File: src/rtl/avalon_read_responder.sv
// Avalon-MM pipelined-read slave backed by a small register memory.
// Fixed read latency, bounded outstanding reads, sticky protocol error flag.
module avalon_read_responder #(
    parameter int DATA_W   = 32,
    parameter int ADDR_W   = 4,
    parameter int LATENCY  = 2,
    parameter int MAX_PEND = 4
) (
    input  logic              clk,
    input  logic              reset,
    input  logic [ADDR_W-1:0] slave_address,
    input  logic              slave_read,
    input  logic              slave_write,
    input  logic [DATA_W-1:0] slave_writedata,
    input  logic              stall,
    output logic              slave_waitrequest,
    output logic [DATA_W-1:0] slave_readdata,
    output logic              slave_readdatavalid,
    output logic [3:0]        pending,
    output logic              protocol_err
);

    localparam int DEPTH = 1 << ADDR_W;

    logic [DATA_W-1:0]  mem_q [DEPTH];
    logic [DATA_W-1:0]  mem_d [DEPTH];
    logic [LATENCY-1:0] vld_q, vld_d;
    logic [DATA_W-1:0]  dat_q [LATENCY];
    logic [DATA_W-1:0]  dat_d [LATENCY];
    logic [DATA_W-1:0]  rdata_q, rdata_d;
    logic [3:0]         pend_q, pend_d;
    logic               err_q, err_d;
    logic               ret, rd_acc, wr_acc;

    always_comb begin
        ret               = vld_q[LATENCY-1];
        // A return frees a slot in the same cycle, so a full pipe can still accept.
        slave_waitrequest = reset | stall | ((pend_q == 4'(MAX_PEND)) & ~ret);
        rd_acc            = slave_read & ~slave_write & ~slave_waitrequest;
        wr_acc            = slave_write & ~slave_read & ~slave_waitrequest;

        vld_d    = vld_q;
        vld_d[0] = rd_acc;
        dat_d    = dat_q;
        dat_d[0] = mem_q[slave_address];
        for (int i = 1; i < LATENCY; i++) begin
            vld_d[i] = vld_q[i-1];
            dat_d[i] = dat_q[i-1];
        end

        // Output register only loads on a returning word, so it holds otherwise.
        rdata_d = vld_d[LATENCY-1] ? dat_d[LATENCY-1] : rdata_q;

        pend_d = pend_q;
        case ({rd_acc, ret})
            2'b10:   pend_d = pend_q + 4'd1;
            2'b01:   pend_d = pend_q - 4'd1;
            default: pend_d = pend_q;
        endcase

        err_d = err_q | (slave_read & slave_write & ~slave_waitrequest);

        mem_d = mem_q;
        if (wr_acc) begin
            mem_d[slave_address] = slave_writedata;
        end
    end

    always_ff @(posedge clk) begin
        if (reset) begin
            for (int i = 0; i < DEPTH; i++) begin
                mem_q[i] <= '0;
            end
            for (int i = 0; i < LATENCY; i++) begin
                dat_q[i] <= '0;
            end
            vld_q   <= '0;
            rdata_q <= '0;
            pend_q  <= '0;
            err_q   <= 1'b0;
        end else begin
            mem_q   <= mem_d;
            dat_q   <= dat_d;
            vld_q   <= vld_d;
            rdata_q <= rdata_d;
            pend_q  <= pend_d;
            err_q   <= err_d;
        end
    end

    // Synchronous reset only clears flops at the edge; mask outputs during the reset cycle too.
    assign slave_readdatavalid = ret & ~reset;
    assign slave_readdata      = reset ? '0 : rdata_q;
    assign pending             = reset ? 4'd0 : pend_q;
    assign protocol_err        = err_q & ~reset;

endmodule

File: config.mk
export PLATFORM = sky130hd
export DESIGN_NAME = avalon_read_responder
export DESIGN_NICKNAME = d
export VERILOG_FILES = /design/src/rtl/avalon_read_responder.sv
export SDC_FILE = /design/constraint.sdc
export NUM_CORES = 1
export LEC_CHECK = 0
export CAP_MARGIN = 20
export CORE_MARGIN = 2
export CORE_UTILIZATION = 35
export CTS_BUF_LIST = sky130_fd_sc_hd__clkbuf_4
export CTS_CLUSTER_DIAMETER = 120
export DETAILED_ROUTE_END_ITERATION = 8
export GPL_TIMING_DRIVEN = 0
export PLACE_DENSITY_LB_ADDON = 0.15
export SETUP_SLACK_MARGIN = 0.3
export SYNTH_ARGS = -nofsm -noshare
export SYNTH_HDL_FRONTEND = slang
export SYNTH_SLANG_ARGS = --single-unit
export TNS_END_PERCENT = 50
File: constraint.sdc
create_clock -name clk -period 6.1 [get_ports clk]
set_input_delay 1.83 -clock clk [delete_from_list [all_inputs] [get_ports clk]]
set_output_delay 1.83 -clock clk [all_outputs]
set_load 0.05 [all_outputs]
==> impl_metrics.env <==
export IMPL_grt_pass1_wl_mm=127.3
export IMPL_outcome="complete, no violations"
export IMPL_async_flop_share=0
export IMPL_muxShareOfSynthArea=0.2284
export IMPL_cts_clk_slew_worst_paths_ns=0.05
export IMPL_grt_pass1_vias=19700
export IMPL_io_buffer_count=78
export IMPL_cts_tree="yes"
export IMPL_cp_max_fo=10
export IMPL_h_tree_depth=4
export IMPL_viasPerCell=5.177
export IMPL_gp_congestion=0.8615
export IMPL_yosys_warnings=0
export IMPL_required_ns=4.27
export IMPL_synth_nets=2643
export IMPL_drc=0
export IMPL_drt_total_wl_mm=86.71
export IMPL_synth_compound_area_frac=0.1070
export IMPL_core_rowCount=97
export IMPL_combPwrFrac=0.062
export IMPL_overflow=0
export IMPL_fin_util=0.4126
export IMPL_synth_xor_xnor_area_share=0.0007010
export IMPL_powerDensity_nw_per_um2=272.7
export IMPL_avgSynthCellArea_um2=9.618
export IMPL_clkPwrFrac=0.455
export IMPL_die_w_um=271.2
export IMPL_die_area_um2=73550
export IMPL_max_freq_mhz=173.2
export IMPL_first_iter_violations=1496
export IMPL_io_pin_count=80
export IMPL_synth_seq_cells=583
export IMPL_pwr_share_seq=0.484
export IMPL_rsz0062_at_grt="yes"
export IMPL_ir_drop_mv=0.1150
export IMPL_fin_crit_sh=0.9465
export IMPL_fin_crit_ns=5.774
export IMPL_yosys_area_share_adder=0.002303
export IMPL_floorplan_core_area_um2=70390
export IMPL_antenna_found_initial=3
export IMPL_numClockSinks=583
export IMPL_antenna_left=0
export IMPL_synth_seq_area_share=0.4671
export IMPL_worst_clock_skew_ns=0.04205
export IMPL_synth_edff_count=0
export IMPL_multiInputGateArea_um2=12010
export IMPL_initial_core_util=0.3550
export IMPL_hold_class="flop to flop"
export IMPL_synth_ff_type="dfxtp_1"
export IMPL_ff_latch_area_um2=11670
export IMPL_cpMostUsedCell="clkdlybuf4s50_1"
export IMPL_timing_final_max_slew_violations=0
export IMPL_ctsLongestPathBuffers=3
export IMPL_yosys_area_share_simple=0.1421
export IMPL_holdWs_ns=0.4504
export IMPL_track_usage=0.2325
export IMPL_wire_per_inst_um=22.23
export IMPL_cpPeakStageDelay_ns=0.83
export IMPL_p_sw_uw=2038
export IMPL_p_int_uw=5883
export IMPL_cp_slowest_cell="clkdlybuf4s50_1"
export IMPL_drt_pass1_iterations=6
export IMPL_cts_made_buffers=161
export IMPL_clock_latency_ns=1.03
export IMPL_max_cap_viol_count=0
export IMPL_synth_top_family_by_area="multiplexers"
export IMPL_grt_start_max_net_pins=17
export IMPL_syn_cell_area_um2=24990
export IMPL_setup_viol=0
export IMPL_slew_limit_headroom=0.2316
export IMPL_critical_path_arrival_ns=3.94
export IMPL_worst_setup_path_type="input pin to output pin"
export IMPL_crit_path_start_kind="input pin"
export IMPL_stdcell_count=3901
export IMPL_cts_root_buf="clkbuf_4"
export IMPL_area_delta_synth_final_pct=16.23
export IMPL_die_y_um=271.2
export IMPL_filler_cell_count=7075
export IMPL_tightest_slew_ns=1.153
export IMPL_switching_share=0.2573
export IMPL_synth_cell_type_count=42
export IMPL_vias=20200
export IMPL_hold_viol_final=0
export IMPL_placed_cells=3619
export IMPL_synthCells=2598
export IMPL_cts_setup_buffers=0
export IMPL_crit_chain="clkdlybuf4s50_1, buf_6, clkbuf_2, nor2b_1, clkdlybuf4s50_1"
export IMPL_drive_gt1_frac=0.1701
export IMPL_endpoint_kind="output pin"
export IMPL_p_leak_uw=0.01213
export IMPL_fin_nets=2887
export IMPL_hpwl_mm=62.29
## critical path: cells and delay by family
kind / cells / cell delay (ns)
buffers and inverters: 4 / 1.86
and+or+nand+nor: 1 / 0.24
## layout by cell type, fill, tap and decap left out, types with 33 or more instances in the layout
master / instances
mux2i_1: 353
dfxtp_1: 583
buf_6: 47
buf_2: 33
a21oi_1: 259
nor2b_1: 37
clkbuf_4: 237
clkbuf_1: 140
nand2_1: 515
mux2_2: 65
clkdlybuf4s50_1: 62
mux4_2: 64
a22oi_1: 61
nor2_1: 302
## flip-flops by register name (all words and copies together) (netlist names)
signal and count:
rdata_q 32, mem_q 512, vld_q 2, dat_d 32
pend_q 4, err_q 1
## layer usage
metal,vias to the layer above,part of all wire,global-route usage
met1,9947,0.46,0.3186
li1,9481,-,-
met2,651,0.45,0.3671
met3,118,0.067,0.05104
met4,0,0.019,0.06839
met5,-,0,0
## final timing paths
kind / to / from / slack [ns] / cells past startpoint
setup reg to reg: pend_q[3] / pend_q[0] / 2.95 / 9
hold reg to reg: mem_q[186] / mem_q[186] / 0.45 / 2
setup / recovery: slave_readdata[29] / reset / 0.33 / 5
hold / removal: mem_q[186] / mem_q[186] / 0.45 / 2
## cell families after synthesis
group,Yosys count
AO/OA/AOI/OAI,413
adder cells (fa/ha/maj),4
multiplexers,482
AND/OR/NAND/NOR,874
flip-flops,583
XOR/XNOR,2
buffers and inverters,240
## power groups by stage
stage	Combinational (uW)	Sequential [uW]	Clock, uW
after global placement	475	3920	0
final	488	3830	3600
after CTS	484	3830	3680
after floorplan	242	3910	0
after detailed placement	483	3920	0
after global routing	508	3830	3890
## final cells by class
type	count	share of cell area
multi-input cells	1775	0.4133
flip-flops and latches	583	0.4018
clock buffers	236	0.06100
plain buffers	235	0.04545
well taps	940	0.04049
repair buffers	81	0.02748
clock inverters	42	0.009391
inverters	5	0.0006462
diodes	4	0.0003446
## synth_stat cells, types with 2 or more instances
master     count  area [um^2]
a211oi_2       6        75.07
a21oi_1      259         1296
a22o_1         3        26.28
a22oi_1       61        457.9
and4bb_2       3        37.54
buf_1          5        18.77
buf_2         34        170.2
buf_4          3        22.52
buf_6         46        518.0
clkbuf_1     146        548.0
dfxtp_1      583        11670
ha_1           3        37.54
inv_1          5        18.77
mux2_2        65        732.0
mux2i_1      353         3533
mux4_2        64         1441
nand2_1      515         1933
nand4bb_1      2        22.52
nor2_1       302         1134
nor2b_1       37        231.5
nor4b_4        3        71.32
o211a_1        2        20.02
o211ai_4      16        340.3
o21ai_0       29        145.1
o221ai_1      29        254.0
o22ai_1        3        18.77
o31ai_1        3        22.52
or4b_1         3        30.03
xor2_1         2        17.52
## stage by stage
| step | setup slack, ns | instance area (um^2) | power (uW) | TNS, ns |
|---|---|---|---|---|
| floorplan | 0.9815 | 24990 | 4156 | 0 |
| global placement | -1.281 | 26940 | 4392 | -9.705 |
| detailed placement | -1.297 | 26990 | 4401 | -10.13 |
| CTS | 0.1650 | 29040 | 7999 | 0 |
| global route | 0.2253 | 29040 | 8231 | 0 |
| finish | 0.3265 | 29040 | 7920 | 0 |
## timing repair
item                                    CTS  global route
gates cloned                              0             0
resized for setup                        26             8
hold buffers                              0             0
endpoints found under the setup margin   39            24
Note: power is estimated with default switching activity, not from simulation.
